File: src/rtl/pipe_ctrl_pkg.sv
// Shared types and control presets for the pipeline hazard sequencer.
package pipe_ctrl_pkg;

    typedef enum logic [1:0] {
        RUN      = 2'd0,
        MEM_WAIT = 2'd1,
        MD_WAIT  = 2'd2,
        FAULT    = 2'd3
    } state_e;

    localparam logic [4:0] REG_ZERO = 5'd0;

    typedef struct packed {
        logic pc_write;
        logic if_id_write;
        logic id_ex_write;
        logic ex_mem_write;
        logic if_id_flush;
        logic id_ex_flush;
        logic ex_mem_flush;
        logic mem_wb_flush;
    } ctrl_t;

    localparam ctrl_t CTRL_DEFAULT   = '{1'b1, 1'b1, 1'b1, 1'b1, 1'b0, 1'b0, 1'b0, 1'b0};
    localparam ctrl_t CTRL_MEM_STALL = '{1'b0, 1'b0, 1'b0, 1'b0, 1'b0, 1'b0, 1'b0, 1'b1};
    localparam ctrl_t CTRL_MD_STALL  = '{1'b0, 1'b0, 1'b0, 1'b1, 1'b0, 1'b0, 1'b1, 1'b0};
    localparam ctrl_t CTRL_LOAD_USE  = '{1'b0, 1'b0, 1'b1, 1'b1, 1'b0, 1'b1, 1'b0, 1'b0};
    localparam ctrl_t CTRL_BRANCH    = '{1'b1, 1'b1, 1'b1, 1'b1, 1'b1, 1'b0, 1'b0, 1'b0};
    localparam ctrl_t CTRL_FAULT     = '{1'b0, 1'b0, 1'b0, 1'b0, 1'b0, 1'b0, 1'b0, 1'b1};

endpackage

File: src/rtl/load_use_detect.sv
// Flags a load in EX whose destination is a source of the instruction in ID.
module load_use_detect
    import pipe_ctrl_pkg::*;
(
    input  logic       ex_mem_read,
    input  logic       ex_reg_write,
    input  logic [4:0] ex_write_register,
    input  logic [4:0] id_rs,
    input  logic [4:0] id_rt,
    output logic       hazard
);

    assign hazard = ex_mem_read && ex_reg_write && (ex_write_register != REG_ZERO) &&
                    ((ex_write_register == id_rs) || (ex_write_register == id_rt));

endmodule

File: src/rtl/pipeline_hazard_ctrl.sv
// Stall/flush sequencer for the five-stage pipeline: load-use, branch, data-memory wait
// with timeout fault, fixed-latency mul/div, and a saturating stall-cycle counter.
module pipeline_hazard_ctrl
    import pipe_ctrl_pkg::*;
#(
    parameter int MD_CYCLES   = 4,
    parameter int MEM_TIMEOUT = 255,
    parameter int STALL_CNT_W = 16
) (
    input  logic                   clk,
    input  logic                   reset,
    input  logic [4:0]             id_rs,
    input  logic [4:0]             id_rt,
    input  logic                   ex_mem_read,
    input  logic                   ex_reg_write,
    input  logic [4:0]             ex_write_register,
    input  logic                   id_branch_taken,
    input  logic                   ex_muldiv,
    input  logic                   mem_dmem_req,
    input  logic                   dmem_ready,
    output logic                   pc_write,
    output logic                   if_id_write,
    output logic                   id_ex_write,
    output logic                   ex_mem_write,
    output logic                   if_id_flush,
    output logic                   id_ex_flush,
    output logic                   ex_mem_flush,
    output logic                   mem_wb_flush,
    output logic                   md_busy,
    output logic                   mem_fault,
    output logic [STALL_CNT_W-1:0] stall_cycles
);

    localparam logic [3:0] MD_INIT   = 4'(MD_CYCLES - 1);
    localparam logic [7:0] TMO_LIMIT = 8'(MEM_TIMEOUT);

    state_e     state;
    state_e     state_nxt;
    ctrl_t      ctrl;
    logic [3:0] cnt;
    logic [7:0] tmo;
    logic       md_done;
    logic       hazard;
    logic       mem_stall;
    logic       md_start;

    load_use_detect u_load_use_detect (
        .ex_mem_read       (ex_mem_read),
        .ex_reg_write      (ex_reg_write),
        .ex_write_register (ex_write_register),
        .id_rs             (id_rs),
        .id_rt             (id_rt),
        .hazard            (hazard)
    );

    assign mem_stall = mem_dmem_req && !dmem_ready;
    // md_done masks the mul/div that is still in EX on its release cycle
    assign md_start  = ex_muldiv && !md_done;

    always_ff @(posedge clk) begin
        if (reset) begin
            state        <= RUN;
            cnt          <= '0;
            tmo          <= '0;
            md_done      <= 1'b0;
            stall_cycles <= '0;
        end else begin
            state <= state_nxt;
            case (state)
                RUN: begin
                    md_done <= 1'b0;
                    if (mem_stall)     tmo <= 8'd1;
                    else if (md_start) cnt <= MD_INIT;
                end
                MEM_WAIT: if (!dmem_ready) tmo <= tmo + 8'd1;
                MD_WAIT: begin
                    cnt <= cnt - 4'd1;
                    if (cnt == 4'd1) md_done <= 1'b1;
                end
                default: ;
            endcase
            if (!ctrl.pc_write && (stall_cycles != {STALL_CNT_W{1'b1}}))
                stall_cycles <= stall_cycles + 1'b1;
        end
    end

    always_comb begin
        state_nxt = state;
        case (state)
            RUN: begin
                if (mem_stall)     state_nxt = MEM_WAIT;
                else if (md_start) state_nxt = MD_WAIT;
            end
            MEM_WAIT: begin
                if (dmem_ready)            state_nxt = RUN;
                else if (tmo == TMO_LIMIT) state_nxt = FAULT;
            end
            MD_WAIT:  if (cnt == 4'd1) state_nxt = RUN;
            FAULT:    state_nxt = FAULT;
            default:  state_nxt = RUN;
        endcase
    end

    always_comb begin
        ctrl = CTRL_DEFAULT;
        if (!reset) begin
            case (state)
                RUN: begin
                    if (mem_stall)            ctrl = CTRL_MEM_STALL;
                    else if (md_start)        ctrl = CTRL_MD_STALL;
                    else if (hazard)          ctrl = CTRL_LOAD_USE;
                    else if (id_branch_taken) ctrl = CTRL_BRANCH;
                end
                MEM_WAIT: if (!dmem_ready) ctrl = CTRL_MEM_STALL;
                MD_WAIT:  ctrl = CTRL_MD_STALL;
                FAULT:    ctrl = CTRL_FAULT;
                default:  ctrl = CTRL_DEFAULT;
            endcase
        end
    end

    assign pc_write     = ctrl.pc_write;
    assign if_id_write  = ctrl.if_id_write;
    assign id_ex_write  = ctrl.id_ex_write;
    assign ex_mem_write = ctrl.ex_mem_write;
    assign if_id_flush  = ctrl.if_id_flush;
    assign id_ex_flush  = ctrl.id_ex_flush;
    assign ex_mem_flush = ctrl.ex_mem_flush;
    assign mem_wb_flush = ctrl.mem_wb_flush;
    assign md_busy      = !reset && (state == MD_WAIT);
    assign mem_fault    = !reset && (state == FAULT);

endmodule
File: config.mk
export PLATFORM = sky130hd
export DESIGN_NAME = pipeline_hazard_ctrl
export DESIGN_NICKNAME = d
export VERILOG_FILES = /design/src/rtl/pipe_ctrl_pkg.sv /design/src/rtl/load_use_detect.sv /design/src/rtl/pipeline_hazard_ctrl.sv
export SDC_FILE = /design/constraint.sdc
export NUM_CORES = 1
export LEC_CHECK = 0
export BUFFER_PORTS_ARGS = -buffer_cell sky130_fd_sc_hd__buf_2
export CELL_PAD_IN_SITES_DETAIL_PLACEMENT = 0
export CELL_PAD_IN_SITES_GLOBAL_PLACEMENT = 1
export CORE_ASPECT_RATIO = 2
export CORE_UTILIZATION = 36
export CTS_BUF_LIST = sky130_fd_sc_hd__clkbuf_8
export DETAILED_ROUTE_END_ITERATION = 10
export PLACE_DENSITY_LB_ADDON = 0.08
export SYNTH_ARGS = -nofsm -noshare
export SYNTH_HDL_FRONTEND = slang
export SYNTH_SLANG_ARGS = --single-unit
export TNS_END_PERCENT = 20
File: constraint.sdc
create_clock -name clk -period 1.6 [get_ports clk]
set_input_delay 0.08 -clock clk [delete_from_list [all_inputs] [get_ports clk]]
set_output_delay 0.08 -clock clk [all_outputs]
set_load 0.02 [all_outputs]
; Word-level counts from Yosys, hierarchy flattened
; Cells that the tools add are included.
[word_totals]
reg_bits = 31
inputBits = 23
output_inout_bits = 26
elab_cells = 65
[classes]
add_sub_neg = 3
n_eq_ne = 15
mux = 21
reduce_logical = 21
[ops]
columns = op, n
row1 = $mux W8, 7
row2 = $pmux W8 S4, 1
row3 = $add A16 B1 Y16 const B, 1
row4 = $ne A16 B16 Y1 const B, 1
row5 = $pmux W8 S2, 1
row6 = $mux W4, 3
row7 = $eq A5 B5 Y1, 2
row8 = $mux W2, 5
row9 = $ne A2 B2 Y1 const B, 5
row10 = $reduce_and A3 Y1, 3
row11 = $add A8 B1 Y8 const B, 1
row12 = $eq A8 B8 Y1 const B, 1
row13 = $logic_and A1 B1 Y1, 8
row14 = $pmux W2 S4, 1
row15 = $pmux W4 S2, 1
row16 = $ne A3 B3 Y1 const B, 2
row17 = $reduce_bool A5 Y1, 1
row18 = $eq A2 B2 Y1 const B, 2
row19 = $eq A4 B1 Y1 const B, 1
row20 = $logic_not A1 Y1, 4
row21 = $reduce_bool A2 Y1, 2
row22 = $sub A4 B1 Y4 const B, 1
row23 = $eq A2 B1 Y1 const B, 1
row24 = $logic_not A2 Y1, 1
row25 = 4 further kinds, 4

; Longest topological paths before layout
; Gate-level depths: netlist (run 1).
[depth]
word_depth = 10
ltp_mapped = 8

; By module
; Synthesis (run 1) repeated with hierarchy kept, for this count alone.
[unflattened]
hier_cells = 208
hier_area_um2 = 1776.7
[modules_own_cells]
columns = mod, instances, cells_per_inst, area_each_um2, seq_area_each_um2
row1 = pipeline_hazard_ctrl, 1, 191, 1644.1, 620.6
row2 = load_use_detect, 1, 17, 132.6, 0.0

; Least setup slack after synthesis (run 1)
; OpenSTA, ideal clock, no wires.
[synth_path]
path_type = register to register
start = register stall_cycles[0]
end = register stall_cycles[12]
arrival_time_ps = 1795
required_ps = 1484
path_slack_ps = -311
stages_incl_launch_ff = 7
n_path_buf = 0
synth_period_minus_slack_ps = 1911
path_cell_list = dfxtp_1 ha_1 and3_1 and2_1 nand4_1 or4b_1 o211a_1
[synth_between]
elab_chain_cells = 2
elab_cells_between_ends = 3
[synth_lines]
columns = item, line_no
row1 = start: declaration, pipeline_hazard_ctrl.sv:31  ; output logic [STALL_CNT_W-1:0] stall_cycles
row2 = start signal: assignment, pipeline_hazard_ctrl.sv:83  ; stall_cycles <= stall_cycles + 1'b1;
row3 = "parallel branches: the longest is 2 deep, another holds $add A16 B1 Y16", n/a
; Parallel ways; which one is timed is not known.
; A chain may end at the register's enable or synchronous reset.

; Final worst setup path (run 1)
[layout_path]
start = register stall_cycles[2]
end = register stall_cycles[12]
; The elaborated chain is that of the path after synthesis.

==> results of run 1 <==
==> cells by family after synthesis <==
logic type | synth area share
simple gates | 0.2857
compound gates | 0.1893
flops | 0.3491
xor+xnor | 0.08867
buf+inv | 0.05278
fa+ha+maj | 0.02815
mux | 0.006333
==> cell usage after synthesis, types with 2 or more instances <==
library cell   n
inv_1          7
or3_1          2
o311ai_0       5
and4_1         5
nor2_1        17
dfxtp_1       31
nand4_1        4
nor2b_1        3
buf_2          2
nand2b_1       5
xor2_1         6
and3_1         9
o31ai_1        4
or4_1          5
nor3_1         8
a311oi_1       2
nor4_1         2
nand2_1       15
a31oi_1        3
a21oi_1        9
clkbuf_1       4
o21a_1         2
o41ai_1        5
nand3_1       17
ha_1           4
xnor2_1       12
==> state kept, by name, indices dropped and copies added, names as in the netlist <==
signal / count
stall_cycles: 16
tmo: 8
md_done: 1
cnt: 4
state: 2
==> stage by stage <==
step	hold slack (ns)	area, sq um
finish	0.2056	2748
global route	0.2217	2748
CTS	0.2139	2680
detailed placement	0.4764	2470
global placement	0.4770	2470
floorplan	0.2888	1843
==> path summary, 6_finish.rpt <==
| kind | endpoint | slack, ns | cells past startpoint |
|---|---|---|---|
| worst max register to register | stall_cycles[12]$_SDFFE_PP0P_ | -0.10 | 6 |
| worst max-delay path | stall_cycles[12]$_SDFFE_PP0P_ | -0.10 | 6 |
| worst min register to register | tmo[1]$_SDFFE_PP0P_ | 0.49 | 2 |
| worst min-delay path | state[0]$_SDFFE_PP0P_ | 0.21 | 4 |
==> worst register-to-register path, cell delays in order (launching register included) <==
cell and delay, ns:
dfxtp_4 0.34, and3_4 0.18, and3_4 0.21, and2_4 0.16
nand4_1 0.09, or4b_1 0.49, o211a_1 0.14
==> power groups by stage <==
stage                     combinational [mW]  sequential (mW)  clock, mW
final                                  0.583            0.830      0.600
after global routing                   0.644            0.833      0.654
after CTS                              0.563            0.828      0.626
after detailed placement               0.482            0.843          0
after global placement                 0.478            0.843          0
after floorplan                        0.290            0.851          0
==> metal layers <==
layer / up-vias / GRT usage / part of all wire
met1: 926 / 0.2233 / 0.39
met5: - / 0 / 0
li1: 994 / - / -
met2: 38 / 0.4156 / 0.56
met3: 13 / 0.03153 / 0.023
met4: 0 / 0.08732 / 0.032
==> area by class of cell <==
type	instances	area, sq um	area share
clock buffer	5	68.82	0.02505
clock inverter	3	15.01	0.005464
inverter	8	30.03	0.01093
multi-input combinational	161	1189	0.4326
sequential	31	650.6	0.2368
tap	55	68.82	0.02505
timing repair buffer	109	725.7	0.2641
==> what timing repair did <==
action,CTS,global route
gates resized for setup,14,14
pin swaps,6,13
hold endpoints to repair,0,0
hold buffers,0,0
buffers inserted,10,1
setup endpoints to repair,18,26
cloned,0,1
==> run metrics, run 1 <==
outcome finished, violations left; failing checks negative setup slack; global placer's final weighted congestion 0.8204; root buffer selected by CTS clkbuf_8; most frequent cells in the layout 61 x buf_4, 45 x buf_2, 21 x dfxtp_1; final non-filler cell total 372; remaining max-slew budget at the tightest pin 0.7622; post-synthesis average cell area 8.548 sq um; synthesis warning total 0; clock slew seen by the registers of the worst setup and hold paths 0.07 ns; commonest non-fill, non-tap cell in the layout buf_4; total number of vias 1,971; Worst Setup Slack post-DPL -0.1835 ns; Antenna Diode Count 0; setup repair after global routing missed its margin true; Detailed Routing Iterations Pass 1 4; Post-synth EDFFs 0; count of final max-slew check failures 0; required time at the worst-slack endpoint 1.78 ns; number of distinct library cell variants in the gate-level netlist after synthesis 46; count of standard-cell rows 35; cell internal pwr 1.378 mW; critical path launch point stall_cycles[2]$_SDFFE_PP0P_; Area Overhead vs Synth 54.54%; minimum clock period after layout 1.702 ns; sequential share of power 0.412; CTS Buf Count 5; hold violation count in the final report 0; share of total power in the clock network 0.298; pin count of the biggest net entering global routing 25; global-route total usage across every layer 0.2167; launching point of the worst reg2reg path stall_cycles[2]$_SDFFE_PP0P_; GRT Residual Overflow 0; via count of the first global-routing pass 1,936; die outline area 5241 sq um; worst path cell trace and3_4 -> and3_4 -> and2_4 -> nand4_1 -> or4b_1 -> o211a_1; final worst-path cycle share 1.064; number of nets with antenna violations after detailed routing 0; overall power of the completed layout 2.014 mW; total wire length after detailed routing 5184 microns; Sink Count 31; Total Nets Final 343; Filler cells 454; Initial Utilization 0.3794; final setup violation count 8; Leakage Power 1.208 nW; average detailed-routed wire length per instance 13.94 microns; wire length of the first global-routing pass 8528 microns; fraction of final layout cells sized beyond drive strength 1 0.4732; largest area contributor in the synthesized netlist dfxtp_1; initial DRC count 25; kind of start point of the critical path register; maximum clock frequency 587.7 MHz; total half-perimeter wirelength after legalization and detailed placement 3834 microns; Peak supply drop 0.6398 mV; critical path endpoint category register; worst setup slack after layout -0.1016 ns; number of max-cap violations 0; library cell appearing most often on the critical path and3_4; DRC Markers 0; number of I/O pins 49; crit path max fanout 3; Worst Min Path Start mem_dmem_req; top cell type's share of synthesized area 0.3490; sw power 0.6359 mW; type of the setup path with the least slack register to register; Post-synth ARST share 0; worst path bufs/invs 0; number of antenna violations at the first check in global routing 0; Post-Syn Nets 235; Post-Route Skew 0.007263 ns; Area contributors post-synth dfxtp_1 35%, xnor2_1 5.9%, nand3_1 4.8%; Primary FF master, synth dfxtp_1; total power divided by cell area 732.9 nW/um^2; share of total power in combinational logic 0.290; Core Box Area 4686 sq um; switching share of total power 0.3157; type of the tightest min-delay check input port to register; mapped cell area 1778 sq um; biggest cell delay along the critical path 0.49 ns; Max Root-Sink Buffers 2; end-of-flow core utilization 0.5864; Post-Route Setup TNS -0.2192 ns; Top delay family on crit path simple AND/OR/NAND/NOR gates; vias per cell 5.298; width of the die 51.69 microns; count of buffers inserted at the top-level ports 48; TritonCTS clock tree yes; transition time at the pin with the least slew margin 0.3521 ns; arrival time reported for the critical path endpoint 1.88 ns; flops & latches, synth 31; sequential cell area fraction in the yosys report 0.3490; clock insertion delay at the later pin of the skew report 0.28 ns; post-placement cell count 352; y dimension of the die 101.4 microns; Post-Syn Instances 208; H-Tree Level Count 2; highest-delay cell along the critical path or4b_1
(Power assumes the default switching activity.)
==> run 2, diff against run 1 <==
--- a/config.mk
+++ b/config.mk
@@ -9,6 +9,7 @@
 export CELL_PAD_IN_SITES_DETAIL_PLACEMENT = 0
 export CELL_PAD_IN_SITES_GLOBAL_PLACEMENT = 1
 export CORE_ASPECT_RATIO = 2
+export CORE_MARGIN = 3
 export CORE_UTILIZATION = 36
 export CTS_BUF_LIST = sky130_fd_sc_hd__clkbuf_8
 export DETAILED_ROUTE_END_ITERATION = 10
==> run 2 against run 1 <==
Net effect: the run still ends with negative setup slack left; count of clock-buffer cells in the layout grew 1; largest power group unchanged; hold slack gained 0.011 ns; power grew 3.2%; sequential share of layout area is essentially flat; first-iteration DRC count grew 84%; clock power grew 6.0%; worst setup slack gained 0.014 ns; critical path type unchanged; combinational power grew 5.1%; design area grew 0.77%.
==> run metrics, run 2 (synthesis gave the netlist of run 1 again) <==
commonest non-fill, non-tap cell in the layout buf_4; FF-to-FF path depth 6 (unchanged); share of total power in the clock network 0.306 (+0.008); TritonCTS clock tree yes; average detailed-routed wire length per instance 14.47 microns (+3.8%); cell internal pwr 1.442 mW (+4.6%); number of flip-flops in the largest register 16 (unchanged); width of the die 55.69 microns (+7.7%); H-Tree Level Count 2 (unchanged); worst setup slack after layout -0.08772 ns (+0.01391 ns); Sink Count 31 (unchanged); pin count of the biggest net entering global routing 25 (unchanged); count of standard-cell rows 35 (unchanged); final worst-path cycle share 1.055 (-0.008696); total number of vias 2,001 (+1.5%); via count of the first global-routing pass 2,009 (+3.8%); crit path max fanout 3 (unchanged); global placer's final weighted congestion 0.7827 (-4.6%); vias per cell 5.350 (+0.98%); Post-Route Setup TNS -0.2474 ns (-0.02820 ns); most frequent cells in the layout 60 x buf_4, 45 x buf_2, 20 x dfxtp_1; die outline area 5869 sq um (+12%); number of I/O pins 49 (unchanged); Leakage Power 1.232 nW (+2.0%); hold violation count in the final report 0 (unchanged); number of max-cap violations 0 (unchanged); final non-filler cell total 374 (+0.54%); GRT Residual Overflow 0 (unchanged); count of final max-slew check failures 0 (unchanged); arrival time reported for the critical path endpoint 1.87 ns (about the same); post-placement cell count 352 (unchanged); type of the tightest min-delay check input port to register; wire length of the first global-routing pass 8818 microns (+3.4%); clock slew seen by the registers of the worst setup and hold paths 0.07 ns (about the same); remaining max-slew budget at the tightest pin 0.7508 (-0.01138); Area Overhead vs Synth 55.74%; setup repair after global routing missed its margin true; largest reg by FF count stall_cycles; maximum clock frequency 592.5 MHz (+0.82%); sequential share of power 0.399 (-0.013); clock insertion delay at the later pin of the skew report 0.28 ns (about the same); end-of-flow core utilization 0.5909 (+0.004539); Antenna Diode Count 0 (unchanged); y dimension of the die 105.4 microns (+3.9%); initial DRC count 46 (+84%); worst reg-to-reg setup slack -0.09 ns (about the same); required time at the worst-slack endpoint 1.78 ns (about the same); fraction of final layout cells sized beyond drive strength 1 0.4859 (+0.01271); CTS Buf Count 5 (unchanged); overall power of the completed layout 2.079 mW (+3.2%); Filler cells 463 (+2.0%); Core Box Area 4686 sq um (unchanged); number of nets with antenna violations after detailed routing 0 (unchanged); root buffer selected by CTS clkbuf_8; number of antenna violations at the first check in global routing 0 (unchanged); minimum clock period after layout 1.688 ns (-0.01391 ns); share of total power in combinational logic 0.295 (+0.005); Total Nets Final 345 (+0.58%); count of buffers inserted at the top-level ports 48 (unchanged); sw power 0.6373 mW (+0.22%); critical register-to-register path endpoint stall_cycles[12]$_SDFFE_PP0P_; Initial Utilization 0.3794 (unchanged); DRC Markers 0 (unchanged); Detailed Routing Iterations Pass 1 4 (unchanged); global-route total usage across every layer 0.1854 (-0.03133); type of the setup path with the least slack register to register; total power divided by cell area 750.9 nW/um^2 (+2.5%); switching share of total power 0.3065 (-0.009253); final setup violation count 11 (+3); failing checks negative setup slack; transition time at the pin with the least slew margin 0.3715 ns (+0.01938 ns); Worst Min Path Start mem_dmem_req; launching point of the worst reg2reg path stall_cycles[4]$_SDFFE_PP0P_; total wire length after detailed routing 5411 microns (+4.4%); sink of the worst hold path state[0]$_SDFFE_PP0P_; critical path endpoint category register; cell depth of the worst hold path 4 (unchanged); Top Registers stall_cycles: 16 flops, tmo: 8 flops, cnt: 4 flops; total half-perimeter wirelength after legalization and detailed placement 3932 microns (+2.6%); Peak supply drop 0.7406 mV (+16%); Post-Route Skew 0.006513 ns (-0.0007495 ns); outcome finished, violations left; Max Root-Sink Buffers 2 (unchanged); kind of start point of the critical path register; number of hold buffers added after cts 0 (unchanged)
==> run 2: cell count changes in the layout (fill, tap and decap cells not counted), moves of 2 or more <==
cell      previous run  this run
nor2_1              15        13
buf_6                2         5
nor2_4               0         2
clkinv_1             3         1
==> run 2: area by class of cell <==
class,instances,area [sq um],area share
Tap cell,55,68.82,0.02485
Timing Repair Buffer,111,752.0,0.2716
Clock buffer,6,82.58,0.02982
Inverter,8,30.03,0.01084
Multi-Input combinational cell,161,1172,0.4234
Clock inverter,2,8.758,0.003163
Sequential cell,31,654.4,0.2363
==> run 2: timing repair <==
action	4_1_cts	5_1_grt
endpoints found under the setup margin	19	25
cloned	1	0
pin swaps	9	3
setup buffers	13	0
resized for setup	20	13
endpoints found under the hold margin	0	0
==> run 2: through the flow <==
stage	hold WS (ns)	setup slack (ns)	area, sq um
floorplan	0.2888	-0.1184	1843
global placement	0.4774	-0.1567	2470
detailed placement	0.4779	-0.2026	2470
CTS	0.2172	-0.09928	2729
global route	0.2636	-0.1512	2769
finish	0.2166	-0.08772	2769
==> run 2: how the worst max path moves through the flow <==
stage	from	end	slack, ns	cells past startpoint
after CTS	stall_cycles[4]$_SDFFE_PP0P_	stall_cycles[12]$_SDFFE_PP0P_	-0.1	6
after global placement	stall_cycles[7]$_SDFFE_PP0P_	stall_cycles[9]$_SDFFE_PP0P_	-0.16	6
after detailed placement	stall_cycles[7]$_SDFFE_PP0P_	stall_cycles[9]$_SDFFE_PP0P_	-0.20	6
final	stall_cycles[4]$_SDFFE_PP0P_	stall_cycles[12]$_SDFFE_PP0P_	-0.09	6
after floorplan	stall_cycles[2]$_SDFFE_PP0P_	stall_cycles[12]$_SDFFE_PP0P_	-0.12	6
after global routing	stall_cycles[4]$_SDFFE_PP0P_	stall_cycles[12]$_SDFFE_PP0P_	-0.15	6
==> run 2: layer usage <==
| metal | vias to the layer above | routed length (microns) | GRT usage |
|---|---|---|---|
| li1 | 993 | - | - |
| met1 | 955 | 2017 | 0.1884 |
| met2 | 43 | 3088 | 0.3568 |
| met3 | 10 | 187 | 0.03554 |
| met4 | 0 | 117 | 0.07304 |
| met5 | - | 0 | 0 |
==> run 2: power by group through the flow <==
stage                     Combinational, mW  Sequential [mW]  Clock (mW)
final                                 0.613            0.830       0.636
after global routing                  0.671            0.833       0.695
after CTS                             0.592            0.826       0.660
after detailed placement              0.486            0.843           0
after global placement                0.480            0.843           0
after floorplan                       0.290            0.851           0
==> run 2: worst max-delay path, stage by stage (launching register included) <==
cell and delay (ns):
dfxtp_4 0.34, and3_4 0.19, and3_4 0.20, and2_4 0.14
nand4_1 0.10, or4b_1 0.48, o211a_1 0.14
==> run 3, diff against run 2 <==
--- a/config.mk
+++ b/config.mk
@@ -13,6 +13,7 @@
 export CORE_UTILIZATION = 36
 export CTS_BUF_LIST = sky130_fd_sc_hd__clkbuf_8
 export DETAILED_ROUTE_END_ITERATION = 10
+export MAX_ROUTING_LAYER = met4
 export PLACE_DENSITY_LB_ADDON = 0.08
 export SYNTH_ARGS = -nofsm -noshare
 export SYNTH_HDL_FRONTEND = slang
==> run 3 against run 2 <==
Net effect: the flow still finishes with violations (negative setup slack); critical path type unchanged; register-to-register slack about the same; count of clock-buffer cells in the layout unchanged; power about the same; die area unchanged; hold slack about the same; clock power about the same; final cell count unchanged; worst setup slack about the same; routed wire length about the same.
==> run metrics, run 3 (synthesis gave the netlist of run 1 again) <==
outcome finished, violations left; failing checks negative setup slack; Area Overhead vs Synth 55.74% (unchanged); critical path endpoint category register; Worst Setup Slack post-DPL -0.2026 ns (unchanged); worst path cell trace and3_4 -> and3_4 -> and2_4 -> nand4_1 -> or4b_1 -> o211a_1; type of the setup path with the least slack register to register; final setup violation count 11 (unchanged); number of nets with antenna violations after detailed routing 0 (unchanged); CTS Buf Count 5 (unchanged); most frequent cells in the layout 60 x buf_4, 45 x buf_2, 20 x dfxtp_1; end-of-flow core utilization 0.5909 (unchanged); FF-to-FF path depth 6 (unchanged); post-placement cell count 352 (unchanged); hold violation count in the final report 0 (unchanged); clock slew seen by the registers of the worst setup and hold paths 0.07 ns (about the same); TritonCTS clock tree yes; Initial Utilization 0.3794 (unchanged); average detailed-routed wire length per instance 14.48 microns (about the same); DRC Markers 0 (unchanged); via count of the first global-routing pass 2,010 (+0.050%); total wire length after detailed routing 5416 microns (about the same); worst path bufs/invs 0 (unchanged); Worst Min Path Start mem_dmem_req; global-route total usage across every layer 0.1901 (+0.004737); remaining max-slew budget at the tightest pin 0.7465 (-0.004320); initial DRC count 47 (+2.2%); number of I/O pins 49 (unchanged); count of buffers inserted at the top-level ports 48 (unchanged); number of flip-flops in the largest register 16 (unchanged); Filler cells 463 (unchanged); kind of start point of the critical path register; Top delay family on crit path simple AND/OR/NAND/NOR gates; global placer's final weighted congestion 0.7935 (+1.4%); sink of the worst hold path state[0]$_SDFFE_PP0P_; critical register-to-register path endpoint stall_cycles[12]$_SDFFE_PP0P_; total half-perimeter wirelength after legalization and detailed placement 3932 microns (unchanged); total power divided by cell area 750.9 nW/um^2 (about the same); width of the die 55.69 microns (unchanged); cell depth of the worst hold path 4 (unchanged); type of the tightest min-delay check input port to register; y dimension of the die 105.4 microns (unchanged); switching share of total power 0.3065 (about the same); Leakage Power 1.232 nW (unchanged); critical path launch point stall_cycles[4]$_SDFFE_PP0P_; highest-delay cell along the critical path or4b_1; final non-filler cell total 374 (unchanged); clock insertion delay at the later pin of the skew report 0.28 ns (about the same); Total Nets Final 345 (unchanged); worst reg-to-reg setup slack -0.09 ns (about the same); Detailed Routing Iterations Pass 1 5 (+1); number of max-cap violations 0 (unchanged); multi-input gate area in the final layout 1172 sq um (unchanged); worst setup slack after layout -0.08802 ns (-0.0003075 ns); Peak supply drop 0.7409 mV (about the same); Top Registers stall_cycles: 16 flops, tmo: 8 flops, cnt: 4 flops; total number of vias 2,005 (+0.20%); share of total power in combinational logic 0.295 (about the same); root buffer selected by CTS clkbuf_8; minimum clock period after layout 1.688 ns (+0.0003075 ns); number of antenna violations at the first check in global routing 0 (unchanged); H-Tree Level Count 2 (unchanged); required time at the worst-slack endpoint 1.78 ns (about the same); fraction of final layout cells sized beyond drive strength 1 0.4859 (unchanged); die outline area 5869 sq um (unchanged); Storage cell area 654.4 sq um (unchanged); arrival time reported for the critical path endpoint 1.87 ns (about the same); area post-placement 2470 sq um (unchanged); biggest cell delay along the critical path 0.48 ns (about the same); launching point of the worst reg2reg path stall_cycles[4]$_SDFFE_PP0P_; worst hold slack across all endpoints 0.2166 ns (+0.00006700 ns); count of final max-slew check failures 0 (unchanged); cell internal pwr 1.442 mW (unchanged); Antenna Diode Count 0 (unchanged); number of hold buffers added after cts 0 (unchanged); commonest non-fill, non-tap cell in the layout buf_4; final instance area 2769 sq um (unchanged); wire length of the first global-routing pass 8804 microns (-0.16%); share of total power in the clock network 0.306 (about the same); setup repair after global routing missed its margin true; Max Root-Sink Buffers 2 (unchanged); GRT Residual Overflow 0 (unchanged); vias per cell 5.361 (+0.20%); Core Box Area 4686 sq um (unchanged); library cell appearing most often on the critical path and3_4; pin count of the biggest net entering global routing 25 (unchanged); overall power of the completed layout 2.079 mW (about the same); Post-Route Skew 0.006513 ns (unchanged); sequential share of power 0.399 (about the same); largest reg by FF count stall_cycles; Post-Route Setup TNS -0.2463 ns (+0.001059 ns); Sink Count 31 (unchanged); transition time at the pin with the least slew margin 0.3779 ns (+0.006440 ns); final worst-path cycle share 1.055 (about the same); crit path max fanout 3 (unchanged); maximum clock frequency 592.4 MHz (about the same); sw power 0.6373 mW (about the same); count of standard-cell rows 35 (unchanged)
## run 3: worst min-delay path, stage by stage
cell and delay [ns]:
buf_2 0.08, buf_4 0.10, a21oi_1 0.07, nor3_1 0.11
## run 3: how the worst max path moves through the flow
stage | depth (start not counted) | slack (ns) | to
finish | 6 | -0.09 | stall_cycles[12]$_SDFFE_PP0P_
global route | 6 | -0.15 | stall_cycles[12]$_SDFFE_PP0P_
CTS | 6 | -0.1 | stall_cycles[12]$_SDFFE_PP0P_
detailed placement | 6 | -0.20 | stall_cycles[9]$_SDFFE_PP0P_
global placement | 6 | -0.16 | stall_cycles[9]$_SDFFE_PP0P_
floorplan | 6 | -0.12 | stall_cycles[12]$_SDFFE_PP0P_
## run 3: layer usage
| layer | up-vias | global-route usage | share of wire |
|---|---|---|---|
| met4 | 0 | 0.07304 | 0.022 |
| met3 | 10 | 0.03431 | 0.035 |
| met5 | - | - | 0 |
| li1 | 993 | - | - |
| met1 | 957 | 0.1884 | 0.37 |
| met2 | 45 | 0.3568 | 0.57 |
## run 3: power groups by stage
stage	registers [mW]	logic (mW)	clock network [mW]
after floorplan	0.851	0.290	0
after global placement	0.843	0.480	0
after detailed placement	0.843	0.486	0
after CTS	0.826	0.592	0.660
after global routing	0.833	0.671	0.695
final	0.830	0.613	0.636
## run 3: layout make-up
type | count | share of cell area
clock buffers | 6 | 0.02982
flip-flops and latches | 31 | 0.2363
multi-input cells | 161 | 0.4234
repair buffers | 111 | 0.2716
well taps | 55 | 0.02485
clock inverters | 2 | 0.003163
inverters | 8 | 0.01084
## run 3: what timing repair did
item,4_1_cts,5_1_grt
buffers inserted,13,0
cloned,1,0
resized for setup,20,13
setup endpoints to repair,19,25
pin swaps,9,3
